<file path="config.mk">
export PLATFORM = sky130hd
export DESIGN_NAME = interlaken_rpt_seq_flat
export DESIGN_NICKNAME = d
export VERILOG_FILES = /design/src/rtl/interlaken_rpt_seq_if.sv /design/src/rtl/interlaken_rpt_seq.sv /design/src/flat_wrapper.sv
export SDC_FILE = /design/constraint.sdc
export NUM_CORES = 1
export LEC_CHECK = 0
export ABC_AREA = 1
export CAP_MARGIN = 20
export CORE_UTILIZATION = 48
export CTS_BUF_LIST = sky130_fd_sc_hd__clkbuf_8
export DETAILED_ROUTE_END_ITERATION = 8
export PLACE_DENSITY = 0.79
export SYNTH_ARGS = -nofsm -noshare
export SYNTH_HDL_FRONTEND = slang
export SYNTH_SLANG_ARGS = --single-unit
</file>
<file path="constraint.sdc">
create_clock -name init_clk -period 1.8 [get_ports init_clk]
set_clock_uncertainty 0.15 [all_clocks]
set_input_delay 0.36 -clock init_clk [delete_from_list [all_inputs] [get_ports init_clk]]
set_output_delay 0.36 -clock init_clk [all_outputs]
set_load 0.1 [all_outputs]
</file>
<file path="src/rtl/interlaken_rpt_seq_if.sv">
// Interlaken repeater sequencer bundle.
// Carries the exdes status LEDs, the handshake strobes, the exdes reset and
// restart controls, and the board-level status outputs of the sequencer.
//   master : sequencer side (consumes LEDs/hs_req_in, drives control + status)
//   slave  : exdes / board side
interface interlaken_rpt_seq_if;
  logic        rx_gt_locked_led;
  logic        rx_aligned_led;
  logic        hs_req_in;
  logic        hs_ack_out;
  logic        rx_done_led;
  logic        rx_busy_led;
  logic        rx_failed_led;
  logic        tx_done_led;
  logic        tx_busy_led;
  logic        sys_reset;
  logic        lbus_tx_rx_restart_in;
  logic [3:0]  present_state;
  logic [7:0]  round_cnt;
  logic        done;
  logic        timed_out;
  logic        rx_failed_flag;
  logic [31:0] latency_cycles;

  modport master (
    input  rx_gt_locked_led, rx_aligned_led, hs_req_in, rx_done_led,
           rx_busy_led, rx_failed_led, tx_done_led, tx_busy_led,
    output hs_ack_out, sys_reset, lbus_tx_rx_restart_in, present_state,
           round_cnt, done, timed_out, rx_failed_flag, latency_cycles
  );

  modport slave (
    output rx_gt_locked_led, rx_aligned_led, hs_req_in, rx_done_led,
           rx_busy_led, rx_failed_led, tx_done_led, tx_busy_led,
    input  hs_ack_out, sys_reset, lbus_tx_rx_restart_in, present_state,
           round_cnt, done, timed_out, rx_failed_flag, latency_cycles
  );
endinterface

</file>
<file path="src/rtl/interlaken_rpt_seq.sv">
// Interlaken repeater-end control sequencer.
// Brings up the local exdes core (sys_reset hold, GT lock, RX alignment),
// answers the driver's hello with a one-cycle ack strobe, echoes NUM_ROUNDS
// packet rounds with a one-cycle LBUS restart between rounds, and reports
// done / RX failure / timeout as sticky flags.
// Ports:
//   init_clk     - sole clock
//   clk_reset_n  - asynchronous active-low reset
//   bus          - interlaken_rpt_seq_if.master (LED inputs, hs_req_in,
//                  hs_ack_out, sys_reset, lbus_tx_rx_restart_in, status)
// Optional feature: define INTERLAKEN_RPT_LATENCY_EN to measure ECHO_RX
// entry-to-rx_done latency into latency_cycles (otherwise tied to 0).
module interlaken_rpt_seq #(
  parameter int NUM_ROUNDS     = 2,
  parameter int TIMEOUT_CYCLES = 1048575,
  parameter int RESET_CYCLES   = 4
) (
  input  logic                  init_clk,
  input  logic                  clk_reset_n,
  interlaken_rpt_seq_if.master  bus
);

  typedef enum logic [3:0] {
    GT_LOCK_WAIT  = 4'd0,
    RX_ALIGN_WAIT = 4'd1,
    HS_WAIT       = 4'd2,
    HS_ACK        = 4'd3,
    ECHO_RX       = 4'd4,
    ECHO_TX       = 4'd5,
    RESTART_WAIT  = 4'd6,
    RESTART       = 4'd7,
    BUSY_WAIT     = 4'd8,
    DONE_WAIT     = 4'd9,
    DONE          = 4'd10,
    FAIL          = 4'd11
  } state_t;

  state_t      state_q;
  logic [3:0]  rst_cnt_q;
  logic        sys_reset_q;
  logic [19:0] to_cnt_q;
  logic [7:0]  round_q;
  logic [7:0]  round_d;
  logic        ack_q, restart_q, done_q, timed_out_q, rx_failed_q;

  logic        guarded, exit_c, align_lost, to_hit, links_idle, links_busy;

  assign links_idle = !bus.tx_busy_led && !bus.rx_busy_led;
  assign links_busy =  bus.tx_busy_led &&  bus.rx_busy_led;
  // round_cnt never wraps past NUM_ROUNDS
  assign round_d    = (round_q == 8'(NUM_ROUNDS)) ? round_q : round_q + 8'd1;

  // Exit condition of each timeout-guarded wait state; an exit in the same
  // cycle as the last allowed count wins over the timeout.
  always_comb begin
    guarded = 1'b0;
    exit_c  = 1'b0;
    case (state_q)
      HS_WAIT:      begin guarded = 1'b1; exit_c = bus.hs_req_in;                       end
      ECHO_RX:      begin guarded = 1'b1; exit_c = bus.rx_failed_led || bus.rx_done_led; end
      ECHO_TX:      begin guarded = 1'b1; exit_c = bus.tx_done_led;                     end
      RESTART_WAIT: begin guarded = 1'b1; exit_c = links_idle;                          end
      BUSY_WAIT:    begin guarded = 1'b1; exit_c = links_busy;                          end
      DONE_WAIT:    begin guarded = 1'b1; exit_c = links_idle;                          end
      default:      ;
    endcase
  end

  assign align_lost = (state_q >= HS_WAIT) && (state_q <= DONE_WAIT) && !bus.rx_aligned_led;
  assign to_hit     = guarded && !exit_c && (to_cnt_q == 20'(TIMEOUT_CYCLES - 1));

  always_ff @(posedge init_clk or negedge clk_reset_n) begin
    if (!clk_reset_n) begin
      state_q     <= GT_LOCK_WAIT;
      rst_cnt_q   <= '0;
      sys_reset_q <= 1'b1;
      to_cnt_q    <= '0;
      round_q     <= '0;
      ack_q       <= 1'b0;
      restart_q   <= 1'b0;
      done_q      <= 1'b0;
      timed_out_q <= 1'b0;
      rx_failed_q <= 1'b0;
    end else begin
      ack_q     <= 1'b0;
      restart_q <= 1'b0;

      if (sys_reset_q) begin
        rst_cnt_q <= rst_cnt_q + 4'd1;
        if (rst_cnt_q == 4'(RESET_CYCLES - 1)) sys_reset_q <= 1'b0;
      end

      // Counts only while parked in a guarded state; any state change clears it.
      to_cnt_q <= (guarded && !exit_c && !align_lost && !to_hit) ? to_cnt_q + 20'd1 : '0;

      if (align_lost) begin
        state_q <= RX_ALIGN_WAIT;
        round_q <= '0;
      end else if (to_hit) begin
        state_q     <= FAIL;
        timed_out_q <= 1'b1;
      end else begin
        case (state_q)
          GT_LOCK_WAIT:  if (!sys_reset_q && bus.rx_gt_locked_led) state_q <= RX_ALIGN_WAIT;
          RX_ALIGN_WAIT: if (bus.rx_aligned_led) state_q <= HS_WAIT;
          HS_WAIT:       if (bus.hs_req_in) begin
                           state_q <= HS_ACK;
                           ack_q   <= 1'b1;
                         end
          HS_ACK:        state_q <= ECHO_RX;
          ECHO_RX:       if (bus.rx_failed_led) begin
                           state_q     <= FAIL;
                           rx_failed_q <= 1'b1;
                         end else if (bus.rx_done_led) begin
                           state_q <= ECHO_TX;
                         end
          ECHO_TX:       if (bus.tx_done_led) begin
                           round_q <= round_d;
                           state_q <= (round_d == 8'(NUM_ROUNDS)) ? DONE_WAIT : RESTART_WAIT;
                         end
          RESTART_WAIT:  if (links_idle) begin
                           state_q   <= RESTART;
                           restart_q <= 1'b1;
                         end
          RESTART:       state_q <= BUSY_WAIT;
          BUSY_WAIT:     if (links_busy) state_q <= ECHO_RX;
          DONE_WAIT:     if (links_idle) begin
                           state_q <= DONE;
                           done_q  <= 1'b1;
                         end
          default:       ;  // DONE and FAIL are terminal
        endcase
      end
    end
  end

`ifdef INTERLAKEN_RPT_LATENCY_EN
  logic [31:0] lat_cnt_q, lat_q;

  // lat_cnt_q is zero in the first ECHO_RX cycle, so a done seen in that
  // cycle measures 1.
  always_ff @(posedge init_clk or negedge clk_reset_n) begin
    if (!clk_reset_n) begin
      lat_cnt_q <= '0;
      lat_q     <= '0;
    end else begin
      if (state_q != ECHO_RX)    lat_cnt_q <= '0;
      else if (lat_cnt_q != '1)  lat_cnt_q <= lat_cnt_q + 32'd1;
      if (state_q == ECHO_RX && !align_lost && !bus.rx_failed_led && bus.rx_done_led)
        lat_q <= (lat_cnt_q == '1) ? '1 : lat_cnt_q + 32'd1;
    end
  end

  assign bus.latency_cycles = lat_q;
`else
  assign bus.latency_cycles = '0;
`endif

  assign bus.present_state         = state_q;
  assign bus.sys_reset             = sys_reset_q;
  assign bus.hs_ack_out            = ack_q;
  assign bus.lbus_tx_rx_restart_in = restart_q;
  assign bus.round_cnt             = round_q;
  assign bus.done                  = done_q;
  assign bus.timed_out             = timed_out_q;
  assign bus.rx_failed_flag        = rx_failed_q;

endmodule

</file>
<file path="src/flat_wrapper.sv">
// flat-port wrapper written by rule: the top's interface ports become plain ports
module interlaken_rpt_seq_flat 
#(
  parameter int NUM_ROUNDS     = 2,
  parameter int TIMEOUT_CYCLES = 1048575,
  parameter int RESET_CYCLES   = 4
)
  (init_clk, clk_reset_n, bus_rx_gt_locked_led, bus_rx_aligned_led, bus_hs_req_in, bus_rx_done_led, bus_rx_busy_led, bus_rx_failed_led, bus_tx_done_led, bus_tx_busy_led, bus_hs_ack_out, bus_sys_reset, bus_lbus_tx_rx_restart_in, bus_present_state, bus_round_cnt, bus_done, bus_timed_out, bus_rx_failed_flag, bus_latency_cycles);
  interlaken_rpt_seq_if bus_i ();
  input  logic init_clk;
  input  logic clk_reset_n;
  input wire logic [$bits(bus_i.rx_gt_locked_led)-1:0] bus_rx_gt_locked_led;
  input wire logic [$bits(bus_i.rx_aligned_led)-1:0] bus_rx_aligned_led;
  input wire logic [$bits(bus_i.hs_req_in)-1:0] bus_hs_req_in;
  input wire logic [$bits(bus_i.rx_done_led)-1:0] bus_rx_done_led;
  input wire logic [$bits(bus_i.rx_busy_led)-1:0] bus_rx_busy_led;
  input wire logic [$bits(bus_i.rx_failed_led)-1:0] bus_rx_failed_led;
  input wire logic [$bits(bus_i.tx_done_led)-1:0] bus_tx_done_led;
  input wire logic [$bits(bus_i.tx_busy_led)-1:0] bus_tx_busy_led;
  output wire logic [$bits(bus_i.hs_ack_out)-1:0] bus_hs_ack_out;
  output wire logic [$bits(bus_i.sys_reset)-1:0] bus_sys_reset;
  output wire logic [$bits(bus_i.lbus_tx_rx_restart_in)-1:0] bus_lbus_tx_rx_restart_in;
  output wire logic [$bits(bus_i.present_state)-1:0] bus_present_state;
  output wire logic [$bits(bus_i.round_cnt)-1:0] bus_round_cnt;
  output wire logic [$bits(bus_i.done)-1:0] bus_done;
  output wire logic [$bits(bus_i.timed_out)-1:0] bus_timed_out;
  output wire logic [$bits(bus_i.rx_failed_flag)-1:0] bus_rx_failed_flag;
  output wire logic [$bits(bus_i.latency_cycles)-1:0] bus_latency_cycles;
  assign bus_i.rx_gt_locked_led = bus_rx_gt_locked_led;
  assign bus_i.rx_aligned_led = bus_rx_aligned_led;
  assign bus_i.hs_req_in = bus_hs_req_in;
  assign bus_i.rx_done_led = bus_rx_done_led;
  assign bus_i.rx_busy_led = bus_rx_busy_led;
  assign bus_i.rx_failed_led = bus_rx_failed_led;
  assign bus_i.tx_done_led = bus_tx_done_led;
  assign bus_i.tx_busy_led = bus_tx_busy_led;
  assign bus_hs_ack_out = bus_i.hs_ack_out;
  assign bus_sys_reset = bus_i.sys_reset;
  assign bus_lbus_tx_rx_restart_in = bus_i.lbus_tx_rx_restart_in;
  assign bus_present_state = bus_i.present_state;
  assign bus_round_cnt = bus_i.round_cnt;
  assign bus_done = bus_i.done;
  assign bus_timed_out = bus_i.timed_out;
  assign bus_rx_failed_flag = bus_i.rx_failed_flag;
  assign bus_latency_cycles = bus_i.latency_cycles;
  interlaken_rpt_seq #(.NUM_ROUNDS(NUM_ROUNDS), .TIMEOUT_CYCLES(TIMEOUT_CYCLES), .RESET_CYCLES(RESET_CYCLES)) u_core (.init_clk(init_clk), .clk_reset_n(clk_reset_n), .bus(bus_i));
endmodule
</file>
==> impl_metrics.toml, run 1 <==
[sta]
fin_crit_sh_pct = 113
setup-tns-final_ns = -4.91
setup_slack_ns = -0.230
fin_crit_ns = 2.03
drv_slew = 0
hold_viol_final = 0
setup_viol = 35
rsz0062_at_grt = "yes"
max_freq_mhz = 493

[logic_synthesis]
yosysWarnings = 0
postSynthCellCount = 368
synth_cell_type_count = 34
ys_top_cells_by_count = "nand2_1, nor2_1, dfrtp_1, inv_1, nand3_1"
synth_top_flop_cell = "dfrtp_1"
yosys.area_share.simple_pct = 34.0
yosys.area_share.adder_pct = 2.26
yosysMostFrequentCell = "nand2_1"
synth.avg_cell_area_sq_um = 7.53
synth_top_family_by_area = "simple AND/OR/NAND/NOR gates"
synth_compound_area_share_pct = 5.05
synth_top_area_share_pct = 37.0
synth_edf_count = 0
synthMuxAreaShare_pct = 0
synthArstFlopShare_pct = 100
ys_ff_latch = 42
synth_top_area_cell = "dfrtp_1"
synthesis.area_sq_um = 2770
yosysSeqAreaShare_pct = 38.0
synthTopCellsByArea = "dfrtp_1, nand2_1, buf_4, nand3_1, nor2_1"
synth_xor_area_share_pct = 4.74

[hold_path]
hp-start = "u_core.rst_cnt_q[3]"
hold_class = "reg -> reg"

[cells_and_area]
final-seq-area_sq_um = 1080
antennaDiodeCount = 0
postLayoutCoreUtil_pct = 76.1
area_delta_synth_final_pct = 52.1
multi_input_area_sq_um = 1770
nets = 484
layout-drive-gt1-share_pct = 42.3
nFillCells = 358
fin_area_sq_um = 4220

[drt]
vias = 3003
detail-route-antenna-nets = 0
drc = 0
firstDrtPassIters = 5
initialDrtViolationCount = 215
routed_wl_mm = 9.05
vias_per_cell = 5.54
drt-wirelength-per-cell_um = 16.7

[global_routing]
grt_pass1_vias = 2953
grt_usage_pct = 29.1
grt_max_degree = 22
antenna_found_initial = 0
grt_pass1_wl_mm = 13.8
grt-ovfl-total = 0

[clocking]
cts_inserted_buffers = 5
path_clk_slew_ns = 0.08
clkLatencyLatePin_ns = 0.31
htreeDepth = 2
clock_sinks = 42
cts_tree = "yes"
ctsLongestPathBuffers = 2
cts-root-buf = "clkbuf_8"

[floorplan]
floorplan.initialDensity_pct = 50.0
rows = 27
dieWidth_um = 78
core_sq_um = 5540
die_area_sq_um = 6080
die_h_um = 78
io_pins = 60

[critical_path]
cp-end-kind = "register"
crit_fanout = 3
crit_required_ns = 1.90
worst_ep_arrival_time_ns = 2.13
worstSetupStartpoint = "u_core.to_cnt_q[1]"
startpoint_type = "register"
worstSetupPathType = "reg -> reg"
r2r_start = "u_core.to_cnt_q[1]"

[pwr]
vdd_drop_max_uv = 1670
p_leak_nw = 1.91
total_power_mw = 5.48
p_per_area_nw_per_um2 = 1300

[placement]
dpl_cell_area_sq_um = 3640
dpl.hpwl_mm = 5.10
place_ws_ns = -0.236
globalplace.congestion = 0.966
port_buffers = 27

[flow_run]
drv_cap = 0

[run_status]
failed_checks = "negative setup slack"
status = "finished, violations left"
[routing by layer]
metal  vias up  GRT usage (%)  wire length, um
met2       186           51.9             4640
met4         0           10.2              332
met5         -              0                0
li1       1326              -                -
met1      1453           34.4             3410
met3        38           6.35              660
[registers in the layout (all words and copies together), names as in the netlist]
name,cells
u_core.bus.timed_out,1
u_core.bus.done,1
u_core.bus.lbus_tx_rx_restart_in,1
u_core.bus.round_cnt,8
u_core.bus.present_state,4
u_core.to_cnt_q,20
u_core.bus.sys_reset,1
u_core.bus.hs_ack_out,1
u_core.bus.rx_failed_flag,1
u_core.rst_cnt_q,4
[kinds of logic (layout without fill, tap and decap cells)]
| group | count (synthesis) | count (layout) |
|---|---|---|
| xor gates and xnor gates | 15 | 15 |
| other | 1 | 32 |
| AOI/OAI and AO/OA | 23 | 23 |
| buffers and inverters | 78 | 146 |
| DFF | 42 | 42 |
| adders and majority gates | 5 | 5 |
| and+or+nand+nor | 204 | 207 |
[worst max-delay path, cell delays in order, from the launching register on]
cell     delay [ns]
dfrtp_1        0.41
ha_2           0.22
nand2_2        0.07
nor2_2         0.12
nand2_1        0.11
nor2_2         0.14
nand2_2        0.09
nor2_2         0.17
nand3_1        0.15
xnor2_1        0.18
inv_1          0.09
nor2_4         0.07
[cell type report]
class	count	share of cell area, %
multi-input cells	282	42.0
flip-flops and latches	42	25.7
repair buffers	94	23.5
inverters	43	4.24
well taps	72	2.14
clock buffers	6	1.96
clock inverters	2	0.297
repair inverters	1	0.119
[where the power goes]
| part | internal (mW) | total (mW) | switching [mW] |
|---|---|---|---|
| sequential | 1.07 | 1.25 | 0.179 |
| clock | 0.309 | 0.667 | 0.358 |
| combinational | 1.27 | 3.57 | 2.29 |
[placed cells by master (no fill, tap or decap), types with 13 or more instances in the layout]
cell type,instances
conb_1,32
nand2_1,55
dfrtp_1,29
nor2_2,24
nor2_1,27
nand2_2,13
nand3_1,30
buf_4,60
inv_1,36
buf_12,20
[final timing paths]
kind / end / slack [ns] / depth (start not counted)
hold / removal: u_core.rst_cnt_q[3] / 0.33 / 1
max in group asynchronous: u_core.bus.sys_reset / 0.81 / 3
min in group asynchronous: u_core.bus.present_state[1] / 0.41 / 3
setup reg to reg: u_core.to_cnt_q[18] / -0.23 / 11
setup / recovery: u_core.to_cnt_q[18] / -0.23 / 11
hold reg to reg: u_core.rst_cnt_q[3] / 0.33 / 1
[what timing repair did]
action                                 in CTS  in global routing
cloned                                      4                  0
gates resized for setup                    41                 41
endpoints found under the hold margin      41                  0
hold buffers                                1                  0
setup endpoints to repair                  34                 36
buffers inserted                           10                  3
pin swaps                                  18                 18
[per-stage QoR]
| step | hold slack [ns] | cells |
|---|---|---|
| finish | 0.334 | 542 |
| global route | 0.378 | 542 |
| CTS | 0.334 | 539 |
| detailed placement | 0.213 | 516 |
| global placement | 0.203 | 516 |
| floorplan | -0.0856 | 399 |
Note: power is estimated with default switching activity, not from simulation.
==> run 2: changes to the inputs <==
--- a/config.mk
+++ b/config.mk
@@ -7,10 +7,11 @@
 export LEC_CHECK = 0
 export ABC_AREA = 1
 export CAP_MARGIN = 20
-export CORE_UTILIZATION = 48
+export CORE_MARGIN = 8
+export CORE_UTILIZATION = 56
 export CTS_BUF_LIST = sky130_fd_sc_hd__clkbuf_8
 export DETAILED_ROUTE_END_ITERATION = 8
-export PLACE_DENSITY = 0.79
+export PLACE_DENSITY = 0.87
 export SYNTH_ARGS = -nofsm -noshare
 export SYNTH_HDL_FRONTEND = slang
 export SYNTH_SLANG_ARGS = --single-unit
==> constraint.sdc (replaced) <==
create_clock -name init_clk -period 2.5 [get_ports init_clk]
set_clock_uncertainty 0.15 [all_clocks]
set_input_delay 0.5 -clock init_clk [delete_from_list [all_inputs] [get_ports init_clk]]
set_output_delay 0.5 -clock init_clk [all_outputs]
set_load 0.1 [all_outputs]
==> run 2 against run 1 <==
- the flow now finishes without violations
- core utilization shrank 12 points
- worst setup slack gained 0.54 ns
- die area grew 23%
- critical path depth shrank 6
- sequential power shrank 32%
- combinational power shrank 57%
- highest routed layer unchanged
==> impl_metrics.toml, run 2 (synthesized netlist as in run 1, its figures left out) <==
[floorplan]
core_sq_um = 4750
rows = 25
floorplan.initialDensity_pct = 58.3
die_area_sq_um = 7460
dieWidth_um = 86.4
io_pins = 60
die_h_um = 86.4

[clocking]
path_clk_slew_ns = 0.08
cts_tree = "yes"
cts_hold_buf = 0
post_cts_buffers = 0
clock_sinks = 42
htreeDepth = 2
cts_inserted_buffers = 5
cts-root-buf = "clkbuf_8"
cts_resized = 0
clkLatencyLatePin_ns = 0.29
ctsLongestPathBuffers = 2

[cells_and_area]
largest_register_ffs = 20
antennaDiodeCount = 0
layout-drive-gt1-share_pct = 11.9
area_delta_synth_final_pct = 9.39
nets = 416
layout_common_cells = "nand2_1, nor2_1, inv_1, dfrtp_1, nand3_1"
fin_cells = 469
layout_commonest_cell = "nand2_1"
regMostFlops = "u_core.to_cnt_q"
fin_area_sq_um = 3030
nFillCells = 444

[pwr]
seqPwrFrac_pct = 30.1
pwr-share-clk_pct = 15.9
switchingPower_mw = 1.51
swShare_pct = 53.8
combPwrFrac_pct = 54.0
p_per_area_nw_per_um2 = 927
vdd_drop_max_uv = 937
internal_power_mw = 1.30
p_leak_nw = 1.49

[hold_path]
hold_class = "in -> async"

[drt]
routed_wl_mm = 6.26
vias = 2383
vias_per_cell = 5.08
detail-route-antenna-nets = 0
initialDrtViolationCount = 143
firstDrtPassIters = 4
drt-wirelength-per-cell_um = 13.3
drc = 0

[critical_path]
critPathSlowestCell = "dfrtp_1"
reg2reg_slack_ns = 0.31
reg2reg_depth = 5
worstSetupPathType = "reg -> reg"
crit_chain = "nor2_1 > nand2_1 > nand3_1 > nand4_1 > o21ai_0"
startpoint_type = "register"
worst_ep_arrival_time_ns = 2.23
cp-end-kind = "register"
crit_buf_inv = 0
crit_family = "simple AND/OR/NAND/NOR gates"
critPathMaxStageDelay_ns = 0.51
crit_required_ns = 2.54
crit_fanout = 9
cp.depth = 5

[sta]
max_freq_mhz = 457
drv_slew = 0
fin_crit_ns = 2.19
fin_crit_sh_pct = 87.5
setup_viol = 0
worst_pin_slew_ns = 0.518
hold_viol_final = 0
relSlewSlack_pct = 65.5
rsz0062_at_grt = "no"
setup-tns-final_ns = 0

[global_routing]
grt_pass1_vias = 2273
grt_usage_pct = 17.2
antenna_found_initial = 0
grt_max_degree = 22
grt-ovfl-total = 0
grt_pass1_wl_mm = 10.5

[flow_run]
drv_cap = 0

[run_status]
status = "complete, no violations"

[placement]
port_buffers = 27
dpl_cell_area_sq_um = 2940
globalplace.congestion = 0.931
dpl.hpwl_mm = 4.94
post-place-cells = 461
==> run 2: cell count changes in the layout (fill, tap and decap cells not counted), sizes merged <==
| cell | previous run | this run |
|---|---|---|
| buf | 85 | 22 |
| nand2 | 76 | 73 |
| clkinv | 3 | 2 |
| clkinvlp | 1 | 0 |
| dlygate4sd3 | 1 | 0 |
| inv | 42 | 43 |
==> run 2: per-layer routing <==
layer	routed length [um]	vias up	share of wire (%)	GRT usage, %
li1	-	1186	-	-
met1	2800	1126	45	21.4
met2	3050	65	49	29.0
met3	351	6	5.6	3.88
met4	60	0	0.96	5.01
met5	0	-	0	0
==> run 2: cell type report <==
type	instances	area, sq um	area share (%)
Clock buffer	6	82.6	2.72
Clock inverter	2	8.76	0.289
Inverter	43	166	5.49
Multi-Input combinational cell	279	1400	46.0
Sequential cell	42	1050	34.7
Tap cell	67	83.8	2.76
Timing Repair Buffer	30	243	8.00
==> run 2: path summary, 6_finish.rpt <==
| kind | end | start |
|---|---|---|
| min | u_core.bus.done | clk_reset_n |
| max reg2reg | u_core.bus.round_cnt[1] | u_core.bus.present_state[3] |
| min reg2reg | u_core.bus.rx_failed_flag | u_core.bus.rx_failed_flag |
| max | u_core.bus.round_cnt[1] | u_core.bus.present_state[3] |
| max in group asynchronous | u_core.bus.sys_reset | clk_reset_n |
| min in group init_clk | u_core.bus.rx_failed_flag | u_core.bus.rx_failed_flag |
==> run 2: power groups by stage <==
| stage | registers, mW | logic (mW) | clock network [mW] |
|---|---|---|---|
| 4_1_cts | 0.846 | 1.52 | 0.455 |
| 3_5_place_dp | 0.857 | 1.52 | 0 |
| 6_report | 0.847 | 1.52 | 0.447 |
| 3_3_place_gp | 0.857 | 1.50 | 0 |
| 2_1_floorplan | 1.22 | 0.958 | 0 |
| 5_1_grt | 0.855 | 1.62 | 0.483 |
==> run 2: through the flow <==
step	hold WS (ns)	power, mW	setup WS [ns]	utilization (%)
2_1_floorplan	0.0544	2.18	0.0759	-
3_3_place_gp	0.313	2.36	0.267	61.9
3_5_place_dp	0.318	2.37	0.191	61.9
4_1_cts	0.0386	2.82	0.335	63.8
5_1_grt	0.0537	2.96	0.177	63.8
6_report	0.0268	2.81	0.312	63.8
==> run 2: worst register-to-register path: cells and delay by family (launching register included) <==
family	cells	cell delay [ns]
and+or+nand+nor	4	1.16
DFF	1	0.51
AOI/OAI and AO/OA	1	0.28
==> run 3: changes to the inputs <==
--- a/config.mk
+++ b/config.mk
@@ -5,7 +5,6 @@
 export SDC_FILE = /design/constraint.sdc
 export NUM_CORES = 1
 export LEC_CHECK = 0
-export ABC_AREA = 1
 export CAP_MARGIN = 20
 export CORE_MARGIN = 8
 export CORE_UTILIZATION = 56
==> run 3 against run 2 <==
- critical endpoint is now u_core.bus.present_state[0]
- highest routed layer unchanged
- critical path type is now in -> reg
- cell area shrank 0.95%
- combinational power shrank 12%
- sequential share of layout area grew 0.71 points
- clock power grew 16%
==> impl_metrics.toml, run 3 <==
[critical_path]
worstSetupPathType = "in -> reg"
crit_family = "simple AND/OR/NAND/NOR gates"
crit_chain = "clkdlybuf4s50_1 > or2_2 > o21ai_1 > nand3_1 > or2_1 > a2111oi_2 > o21bai_1"
startpoint_type = "input pin"
crit_required_ns = 2.52
worst_ep_arrival_time_ns = 2.29
critPathMaxStageDelay_ns = 0.48
crit_buf_inv = 1
cp-end-kind = "register"
r2r_start = "u_core.bus.present_state[2]"
crit_fanout = 5
reg2reg_depth = 6
timing.rr.end = "u_core.to_cnt_q[3]"
reg2reg_slack_ns = 0.25
critPathSlowestCell = "clkdlybuf4s50_1"

[global_routing]
busiest_layer = "met2"
use_met2_pct = 26.2
met1_usage_pct = 17.7
antenna_found_initial = 0
grt-ovfl-total = 0
grt_pass1_vias = 2060
grt_usage_pct = 15.2
grt_max_degree = 23
use_met3_pct = 3.53
grt_pass1_wl_mm = 9.29

[clocking]
cts_resized = 0
cts_tree = "yes"
cts_inserted_buffers = 5
clock_sinks = 42
cts-root-buf = "clkbuf_8"
clkLatencyLatePin_ns = 0.29
htreeDepth = 2
path_clk_slew_ns = 0.08
ctsLongestPathBuffers = 2

[logic_synthesis]
synth.avg_cell_area_sq_um = 9.20
ys_ff_latch = 42
ys_top_cells_by_count = "dfrtp_1, buf_4, nor2_1, nand2_1, nand3_1"
synth_edf_count = 0
yosysWarnings = 0
synthesis.area_sq_um = 2740
synth_top_area_share_pct = 37.4
yosysMostFrequentCell = "dfrtp_1"
yosysSeqAreaShare_pct = 38.4
synth_cell_type_count = 60
postSynthCellCount = 298
synthTopCellsByArea = "dfrtp_1, buf_4, xor2_1, nor2_1, xnor2_1"
synth_top_flop_cell = "dfrtp_1"
synth_top_area_cell = "dfrtp_1"
synthArstFlopShare_pct = 100

[sta]
drv_slew = 0
max_freq_mhz = 440
fin_crit_ns = 2.28
worst_pin_slew_ns = 0.529
setup_viol = 0
relSlewSlack_pct = 64.3
hold_viol_final = 0
rsz0062_at_grt = "no"
fin_crit_sh_pct = 91.0
holdWs_ns = 0.332

[pwr]
p_per_area_nw_per_um2 = 927
combPwrFrac_pct = 48.1
total_power_mw = 2.79
pwr-share-clk_pct = 18.6
swShare_pct = 49.6
vdd_drop_max_uv = 1050
p_leak_nw = 1.33
internal_power_mw = 1.40
switchingPower_mw = 1.38
seqPwrFrac_pct = 33.3

[hold_path]
min_to = "u_core.rst_cnt_q[3]"
min_path_cells = 1
hp-start = "u_core.rst_cnt_q[3]"
hold_class = "reg -> reg"

[floorplan]
rows = 25
floorplan.initialDensity_pct = 58.0
core_sq_um = 4720
die_h_um = 86.0
die_area_sq_um = 7390
io_pins = 60
dieWidth_um = 86.0

[placement]
port_buffers = 27
dpl.hpwl_mm = 4.22
globalplace.congestion = 0.946

[drt]
vias = 2144
initialDrtViolationCount = 135
detail-route-antenna-nets = 0
drt-wirelength-per-cell_um = 14.1
firstDrtPassIters = 4
drc = 0
routed_wl_mm = 5.52
vias_per_cell = 5.47

[cells_and_area]
area_delta_synth_final_pct = 9.58
regMostFlops = "u_core.to_cnt_q"
largest_register_ffs = 20
nets = 339
layout_common_cells = "conb_1, dfrtp_1, nor2_1, nand2_1, buf_4"
nFillCells = 404
layout-drive-gt1-share_pct = 18.8
antennaDiodeCount = 0

[flow_run]
drv_cap = 0

[run_status]
status = "complete, no violations"
## run 3: changes by cell type in the layout (fill, tap and decap cells not counted), sizes merged, moves of 5 or more
| cell | change |
|---|---|
| and3 | +6 |
| inv | -38 |
| nor2 | -23 |
| nor3 | -13 |
| and4 | +5 |
| xor2 | +9 |
| nand3 | -23 |
| or3 | +5 |
| nand2 | -47 |
| a21oi | +6 |
## run 3: worst max path at each step
stage	start	to	slack, ns	cells past startpoint
floorplan	u_core.bus.round_cnt[5]	u_core.bus.present_state[0]	0.02	7
global placement	bus_rx_busy_led	u_core.bus.present_state[0]	-0.03	7
detailed placement	bus_rx_busy_led	u_core.bus.present_state[0]	-0.09	7
CTS	bus_rx_busy_led	u_core.bus.present_state[0]	0.22	7
global route	u_core.bus.present_state[1]	u_core.bus.round_cnt[1]	0.06	5
finish	bus_rx_busy_led	u_core.bus.present_state[0]	0.22	7
## run 3: through the flow
step / utilization (%) / instance area (sq um) / setup WS [ns] / instances / setup TNS (ns)
final: 63.6 / 3000 / 0.225 / 392 / 0
after global routing: 63.6 / 3000 / 0.0634 / 392 / 0
after CTS: 63.6 / 3000 / 0.216 / 392 / 0
after detailed placement: 61.1 / 2880 / -0.0924 / 383 / -0.178
after global placement: 61.1 / 2880 / -0.0264 / 383 / -0.0264
after floorplan: - / 2870 / 0.0199 / 329 / 0
## run 3: cell type report
type                            instances  area, sq um  area share, %
Inverter                                4         15.0          0.500
Clock buffer                            5         68.8           2.29
Timing Repair Buffer                   34          275           9.16
Clock inverter                          3         41.3           1.37
Multi-Input combinational cell        237         1460           48.5
Sequential cell                        42         1060           35.4
Tap cell                               67         83.8           2.79
## run 3: routing by layer
layer  vias to the layer above  routed length, um
met3                        10                356
met4                         0                 88
met5                         -                  0
met1                      1027               2370
met2                        67               2710
li1                       1040                  -
## run 3: cell families (layout without fill, tap and decap cells)
family	Yosys count	in the layout	share of synthesized area, %
AO/OA/AOI/OAI	40	40	10.2
XOR/XNOR	26	26	8.31
adder cells (fa/ha/maj)	5	5	2.28
buffers and inverters	50	46	12.7
flip-flops	42	42	38.4
multiplexers	1	1	0.411
other	1	32	0.137
AND/OR/NAND/NOR	133	133	27.5
## run 3: power groups by stage
stage | clock, mW | combinational, mW | sequential (mW)
finish | 0.519 | 1.34 | 0.927
global route | 0.559 | 1.43 | 0.943
CTS | 0.530 | 1.35 | 0.922
detailed placement | 0 | 1.34 | 0.933
global placement | 0 | 1.32 | 0.929
floorplan | 0 | 0.937 | 1.18
## run 3: repair_timing
action,CTS,global route
hold buffers,1,0
endpoints found under the hold margin,10,0
buffers inserted,0,0
